File: src/rtl/uart_tx_arbiter.sv
// uart_tx_arbiter
// Shares one UART transmitter among N_REQ byte-stream requesters.
// Ownership is granted round-robin and held for a whole packet, so packets
// from different requesters never interleave on the serial line. A granted
// requester that stalls mid-packet for HOLD_TIMEOUT cycles loses its grant.
module uart_tx_arbiter #(
  parameter int N_REQ        = 4,
  parameter int HOLD_TIMEOUT = 1023
) (
  input  logic                 clk,
  input  logic                 reset,
  input  logic [N_REQ-1:0]     req_valid,
  input  logic [8*N_REQ-1:0]   req_data,
  input  logic [N_REQ-1:0]     req_last,
  output logic [N_REQ-1:0]     req_ready,
  output logic [N_REQ-1:0]     grant,
  output logic                 uart_tx_start,
  output logic [7:0]           uart_tx_data,
  input  logic                 uart_tx_busy,
  output logic                 timeout_err
);

  localparam int PTR_W = (N_REQ > 1) ? $clog2(N_REQ) : 1;
  localparam int CNT_W = $clog2(HOLD_TIMEOUT + 1);
  localparam logic [CNT_W-1:0] HOLD_LIM = CNT_W'(HOLD_TIMEOUT);
  localparam logic [CNT_W-1:0] CNT_MAX  = '1;

  typedef enum logic [2:0] {
    S_IDLE,
    S_GRANT,
    S_START,
    S_WAIT_BUSY,
    S_WAIT_DONE
  } state_t;

  state_t             r_state;
  logic [PTR_W-1:0]   r_rr_ptr;
  logic [N_REQ-1:0]   r_grant;
  logic               r_tx_start;
  logic [7:0]         r_tx_data;
  logic               r_timeout_err;
  logic               r_last_q;
  logic [CNT_W-1:0]   r_hold_cnt;

  logic [2*N_REQ-1:0] w_vld_dbl;
  logic [N_REQ-1:0]   w_vld_rot;
  logic [N_REQ-1:0]   w_pick_rot;
  logic [2*N_REQ-1:0] w_pick_dbl;
  logic [N_REQ-1:0]   w_rr_sel;
  logic [PTR_W-1:0]   w_owner;
  logic [PTR_W-1:0]   w_owner_next;
  logic [7:0]         w_owner_data;
  logic               w_owner_last;
  logic               w_owner_valid;
  logic               w_accept;
  logic [CNT_W-1:0]   w_hold_inc;

  // Round-robin pick: rotate requests so rr_ptr sits at bit 0, isolate the
  // lowest set bit, then rotate the one-hot result back into place.
  assign w_vld_dbl  = {req_valid, req_valid} >> r_rr_ptr;
  assign w_vld_rot  = w_vld_dbl[N_REQ-1:0];
  assign w_pick_rot = w_vld_rot & (~w_vld_rot + N_REQ'(1));
  assign w_pick_dbl = {w_pick_rot, w_pick_rot} << r_rr_ptr;
  assign w_rr_sel   = w_pick_dbl[2*N_REQ-1:N_REQ];

  // Decode the current owner's index, byte and last flag from the one-hot grant.
  always_comb begin
    w_owner      = '0;
    w_owner_data = 8'h00;
    w_owner_last = 1'b0;
    for (int i = 0; i < N_REQ; i++) begin
      if (r_grant[i]) begin
        w_owner      = PTR_W'(i);
        w_owner_data = req_data[8*i +: 8];
        w_owner_last = req_last[i];
      end
    end
  end

  assign w_owner_next  = (w_owner == PTR_W'(N_REQ - 1)) ? '0 : w_owner + PTR_W'(1);
  assign w_owner_valid = |(r_grant & req_valid);
  assign w_accept      = (r_state == S_GRANT) && w_owner_valid && !uart_tx_busy;
  assign w_hold_inc    = (r_hold_cnt == CNT_MAX) ? r_hold_cnt : r_hold_cnt + CNT_W'(1);

  // Accept strobe goes only to the owner, and only while the transmitter is free.
  assign req_ready = w_accept ? (r_grant & req_valid) : '0;

  // Arbitration and transmit handshake FSM with registered outputs.
  always_ff @(posedge clk or posedge reset) begin
    if (reset) begin
      r_state       <= S_IDLE;
      r_rr_ptr      <= '0;
      r_grant       <= '0;
      r_tx_start    <= 1'b0;
      r_tx_data     <= 8'h00;
      r_timeout_err <= 1'b0;
      r_last_q      <= 1'b0;
      r_hold_cnt    <= '0;
    end else begin
      r_tx_start    <= 1'b0;
      r_timeout_err <= 1'b0;
      case (r_state)
        S_IDLE: begin
          if (|req_valid) begin
            r_grant <= w_rr_sel;
            r_state <= S_GRANT;
          end
        end
        S_GRANT: begin
          if (w_accept) begin
            // Accept wins over a timeout reached in the same cycle.
            r_tx_data  <= w_owner_data;
            r_last_q   <= w_owner_last;
            r_hold_cnt <= '0;
            r_tx_start <= 1'b1;
            r_state    <= S_START;
          end else if (w_hold_inc == HOLD_LIM) begin
            r_timeout_err <= 1'b1;
            r_grant       <= '0;
            r_rr_ptr      <= w_owner_next;
            r_hold_cnt    <= '0;
            r_state       <= S_IDLE;
          end else begin
            r_hold_cnt <= w_hold_inc;
          end
        end
        S_START: begin
          r_state <= S_WAIT_BUSY;
        end
        S_WAIT_BUSY: begin
          if (uart_tx_busy) r_state <= S_WAIT_DONE;
        end
        S_WAIT_DONE: begin
          if (!uart_tx_busy) begin
            if (r_last_q) begin
              r_grant  <= '0;
              r_rr_ptr <= w_owner_next;
              r_state  <= S_IDLE;
            end else begin
              r_state <= S_GRANT;
            end
          end
        end
        default: begin
          r_state <= S_IDLE;
        end
      endcase
    end
  end

  assign grant         = r_grant;
  assign uart_tx_start = r_tx_start;
  assign uart_tx_data  = r_tx_data;
  assign timeout_err   = r_timeout_err;

endmodule

File: config.mk
export PLATFORM = sky130hd
export DESIGN_NAME = uart_tx_arbiter
export DESIGN_NICKNAME = d
export VERILOG_FILES = /design/src/rtl/uart_tx_arbiter.sv
export SDC_FILE = /design/constraint.sdc
export NUM_CORES = 1
export LEC_CHECK = 0
export BUFFER_PORTS_ARGS = -buffer_cell sky130_fd_sc_hd__buf_2
export CORE_MARGIN = 3
export CORE_UTILIZATION = 50
export CTS_CLUSTER_DIAMETER = 120
export DETAILED_ROUTE_END_ITERATION = 8
export HOLD_SLACK_MARGIN = 0.12
export PLACE_DENSITY = 0.78
export SLEW_MARGIN = 10
export SYNTH_ARGS = -nofsm -noshare
export SYNTH_HDL_FRONTEND = slang
export SYNTH_SLANG_ARGS = --single-unit
File: constraint.sdc
create_clock -name clk -period 5.5 [get_ports clk]
set_input_delay 0.275 -clock clk [delete_from_list [all_inputs] [get_ports clk]]
set_output_delay 0.275 -clock clk [all_outputs]
set_load 0.005 [all_outputs]
### Word level (Yosys, flattened, before mapping)

Cells that the tools add are included.

* bits in registers: 30
* input port bits: 43
* output and inout port bits: 18
* word-level logic and storage cells: 81

* $add $sub $neg: 3
* eq/ne operators: 14
* shift-type cells: 2
* muxes and demuxes: 39
* bitwise operators: 3
* reductions and logical operators: 12

Operators by type and width (number)
* 8-bit 2-to-1 mux: 4
* 10-bit 2-to-1 mux: 3
* 4-bit 2-to-1 mux: 6
* 10-bit == test, second input constant: 2
* 3-bit 2-to-1 mux: 5
* 3-bit one-hot mux with 5 select lines: 1
* 2-bit 2-to-1 mux: 7
* 4-bit one-hot mux with 3 select lines: 1
* 1-bit 2-to-1 mux: 11
* 10-bit by 1-bit adder with 10-bit output, second input constant: 1
* 2-bit inequality test, second input constant: 5
* 4-bit bitwise AND: 2
* 4-bit OR reduction: 2
* 8-bit by 2-bit << shifter with 8-bit output: 1
* 8-bit by 2-bit >> shifter with 4-bit output: 1
* 3-bit by 2-bit == test with 1-bit output, second input constant: 2
* 6-bit AND reduction: 1
* 5-bit AND reduction: 1
* 4-bit by 1-bit adder with 4-bit output, second input constant: 1
* 4-bit NOT: 1
* 2-bit one-hot mux with 2 select lines: 1
* 4-bit AND reduction: 1
* 3-bit by 1-bit == test with 1-bit output, second input constant: 1
* 3-bit == test, second input constant: 1
* other kinds (10): 11

### Longest topological paths before layout

* depth in word-level cells: 8
* gate-level depth with buffers: 9
* gate-level depth less buffers: 7

### Worst setup path after synthesis

OpenSTA, ideal clock, no wires.

* path type: register to register
* start point: register r_hold_cnt[0]
* end point: register r_rr_ptr[0]
* setup time: 0.125 ns
* arrival time: 2.102 ns
* required time: 5.375 ns
* setup slack: 3.272 ns
* cell stages (with the launch flop): 8
* path buffers: 0
* period minus slack after synthesis: 2.228 ns
* cell sequence: dfrtp_1 > ha_1 > and4_2 > nand3_1 > a2111oi_4 > o211ai_4 > o21ai_2 > mux2_4

* cells in the longest elaborated chain, start to end: 5
* elaborated cells between the ends (all ways): 6
* those cells by class: 1 x add/sub; 3 x eq/ne; 1 x mux; 1 x reduce/logical

Ends and longest elaborated chain
* start, declared: line 43 `logic [CNT_W-1:0] r_hold_cnt;`
* start signal, assigned: line 124 `r_hold_cnt <= w_hold_inc;`
* 10-bit by 1-bit adder with 10-bit output / 10-bit == test (equally long branches): line 83 `assign w_hold_inc = (r_hold_cnt == CNT_MAX) ? r_hold_cnt : r_hold_cnt + CNT_W'(1);`
* 10-bit 2-to-1 mux *: line 83
* 10-bit == test *: line 117 `end else if (w_hold_inc == HOLD_LIM) begin`
* 2-bit by 1-bit inequality test with 1-bit output (no source line) *
* 5-bit AND reduction (no source line) *
* end signal, assigned: line 120 `r_rr_ptr <= w_owner_next;`
* end signal, assigned: line 137 `r_rr_ptr <= w_owner_next;`
* end, declared: line 37 `logic [PTR_W-1:0] r_rr_ptr;`

Every way passes the cells marked *; elsewhere a longest branch is shown, timed or not.
A chain may end at the register's enable or synchronous reset.

### Worst setup path in the final report

Ends and elaborated chain as after synthesis.

==> metrics.csv <==
stage;metric;value;unit
timing;fin_skew;0.00524;ns
die;ioPinCount;61;
worst_setup_path;startpoint_type;flop;
detailed_routing;drt_iter0_drc;181;
global_routing;grt_overflow;0;
timing;hold_viol;0;
timing;layout_setup_ws;2.92;ns
cts;clk_pin_slew;0.07;ns
power_and_ir_drop;p_comb_frac;0.454;
placed_design;post_dp_cell_area;0.00227;mm^2
run_status;status;finished clean;
detailed_routing;drc_errors;0;
power_and_ir_drop;clkPwrFrac;0.184;
detailed_routing;finalWirelength;5.07;mm
placed_design;dp_hpwl;3.75;mm
detailed_routing;dr.pass1.iters;4;
finish;nets;342;
synth;postSynthAreaPerCell;8.06;um^2
timing;fin_crit_sh;0.469;
cts;clock-sinks;30;
synth;async_flop_share;1.00;
placed_design;dp_slack;2.94;ns
power_and_ir_drop;p_switching;537;uW
power_and_ir_drop;p_leak;1.07;nW
worst_setup_path;crit_required;5.68;ns
synth;synth_area_leaders;dfrtp_1 (38%), a21oi_1 (8.0%), nor2_1 (6.2%);
worst_setup_path;cp-end-kind;flop;
worst_setup_path;path_class;reg2reg;
finish;fillers;345;
die;rows;22;
global_routing;antenna_found_initial;0;
timing;max_freq;388;MHz
global_routing;grtUsageTotal;0.222;
placed_design;dp_cells;338;
global_routing;grt_pass1_vias;2010;
die;dieArea;0.00479;mm^2
global_routing;grt_max_degree;31;
cts;root_buffer;clkbuf_8;
timing;slew_headroom;0.230;
global_routing;grt_pass1_wl;8.82;mm
finish;stdcell_count;347;
hold_path;hold_class;in2reg;
synth;synth_ff_type;dfrtp_1;
power_and_ir_drop;intPower;676;uW
synth;synth_nets;292;
die;core;0.00374;mm^2
detailed_routing;drt-wirelength-per-cell;14.6;um
timing;grt_setup_unrepaired;false;
synth;synth_edf_count;0;
detailed_routing;vias_per_cell;5.84;
synth;yosysSeqAreaShare;0.376;
die;fp.dieH;69.2;um
power_and_ir_drop;p_sw_frac;0.442;
synth;synth_cells;248;
timing;tightestPinTransition;1.15;ns
finish;layout-area-overhead-vs-synth;19.8;%
cts;cts-resized-gates;0;
synth;yosysWarnings;0;
timing;slew_viol_final;0;
worst_setup_path;crit_family;compound AO/OA/AOI/OAI gates;
power_and_ir_drop;ir_drop;0.000259;V
synth;synth_seq_cells;30;
worst_setup_path;slowest_delay;0.46;ns
die;start_util;0.534;
cts;clk_path_buf_depth;2;
detailed_routing;vias;2028;
synth;synth_area_leader_cell;dfrtp_1;
cts;ctsHtreeMaxLevel;2;
power_and_ir_drop;power_frac_seq;0.361;
cts;numCtsBuffers;5;
timing;finalSetupTns;0;ns
worst_setup_path;cp_max_fo;12;
job;drv_cap;0;
placed_design;place_congestion;0.958;
timing;setup_violations;0;
synth;ys_types;51;
worst_setup_path;critPathSlowestCell;o31ai_1;
worst_setup_path;crit_path_cell_trace;ha_1 -> and4_2 -> nand2_1 -> o31ai_1 -> o211ai_4 -> o21ai_2 -> mux2_4;
finish;n_antenna_cell;0;
cts;worstSkewPairLatency;0.29;ns
die;die_w;69.2;um
finish;fin_area;0.00239;mm^2
placed_design;numPortBuffers;60;
timing;fin_crit;2.58;ns
worst_setup_path;worstPathArrival;2.75;ns
cts;cts_tree;yes;
detailed_routing;antenna_left;0;
synth;synth_top_area_share;0.376;
finish;drive_above_1_share;0.278;
synth;netlist_area;0.00200;mm^2
power_and_ir_drop;power_density;506;mW/mm^2
worst_setup_path;crit_buf_inv;0;
==> worst paths after layout <==
path | from | end | slack [ns] | cells past startpoint
max in group asynchronous | reset | r_state[2] | 4.61 | 4
hold reg to reg | uart_tx_data[0] | uart_tx_data[0] | 0.54 | 2
setup / recovery | r_hold_cnt[0] | r_rr_ptr[0] | 2.92 | 7
setup reg to reg | r_hold_cnt[0] | r_rr_ptr[0] | 2.92 | 7
min in group asynchronous | reset | r_hold_cnt[9] | 0.60 | 4
hold / removal | req_data[24] | uart_tx_data[0] | 0.29 | 3
==> cell usage after synthesis (2+ instances only) <==
cell,n
o22ai_1,5
nand2_1,18
buf_2,2
nand3_1,13
a221oi_1,9
o2111ai_1,2
a31oi_1,7
inv_1,12
nor3_1,15
and2_1,3
a41oi_1,3
buf_6,3
o21ai_0,9
dfrtp_1,30
a21oi_1,32
o21ai_1,2
clkbuf_1,13
nor2_1,33
mux2i_1,2
or2_2,3
and3_1,2
==> registers in the layout, indices dropped and copies added (netlist names) <==
register and count:
grant 4, r_hold_cnt 10, r_last_q 1, r_rr_ptr 2, r_state 3, timeout_err 1
uart_tx_data 8, uart_tx_start 1
==> tightest hold or removal path, delay by kind of cell <==
family                 cells  cell delay (ns)
AO/OA/AOI/OAI              2             0.19
buffers and inverters      1             0.08
==> timing repair <==
| item | 4_1_cts | 5_1_grt |
|---|---|---|
| endpoints found under the hold margin | 30 | 0 |
| buffers inserted | 0 | 0 |
| hold buffers | 1 | 0 |
==> metrics by stage <==
step	utilization	hold slack, ns	total power [mW]
floorplan	-	0.366	0.846
global placement	0.607	0.365	0.982
detailed placement	0.607	0.367	0.993
CTS	0.640	0.280	1.22
global route	0.640	0.301	1.33
finish	0.640	0.288	1.21
==> power groups by stage <==
stage / clock (mW) / sequential (mW) / combinational [mW]
floorplan: 0 / 0.380 / 0.466
global placement: 0 / 0.436 / 0.545
detailed placement: 0 / 0.439 / 0.554
CTS: 0.228 / 0.436 / 0.555
global route: 0.238 / 0.457 / 0.632
finish: 0.224 / 0.438 / 0.551
==> cells in the final DEF (no fill, tap or decap), types with 7 or more instances in the layout <==
cell      synthesis  final
buf_2             2     60
nor2_1           33     33
a21oi_1          32     32
nand2_1          18     18
inv_1            12     12
a31oi_1           7      7
dfrtp_1          30     30
a221oi_1          9      9
o21ai_0           9      9
nand3_1          13     13
nor3_1           15     14
==> final cells by class <==
class / instances / area (um^2) / share of cell area
tap: 48 / 60.1 / 0.0251
inverter: 12 / 45.0 / 0.0188
sequential: 30 / 751 / 0.313
timing repair buffer: 62 / 318 / 0.133
clock inverter: 3 / 45.0 / 0.0188
multi-input combinational: 187 / 1110 / 0.462
clock buffer: 5 / 68.8 / 0.0287
==> per-layer routing <==
metal  vias to the layer above  GRT usage  share of wire
met2                        89      0.355           0.46
li1                        999          -              -
met3                        10     0.0551          0.078
met1                       930      0.283           0.44
met5                         -          0              0
met4                         0     0.0976          0.018
==> kinds of logic (layout without fill, tap and decap cells) <==
family | count (synthesis) | in the layout | synth area share
flops | 30 | 30 | 0.376
buf+inv | 31 | 82 | 0.0726
mux | 3 | 3 | 0.0175
fa+ha+maj | 1 | 1 | 0.00626
xor+xnor | 1 | 1 | 0.00438
simple gates | 101 | 101 | 0.250
compound gates | 81 | 81 | 0.273
Note: power is estimated with default switching activity, not from simulation.
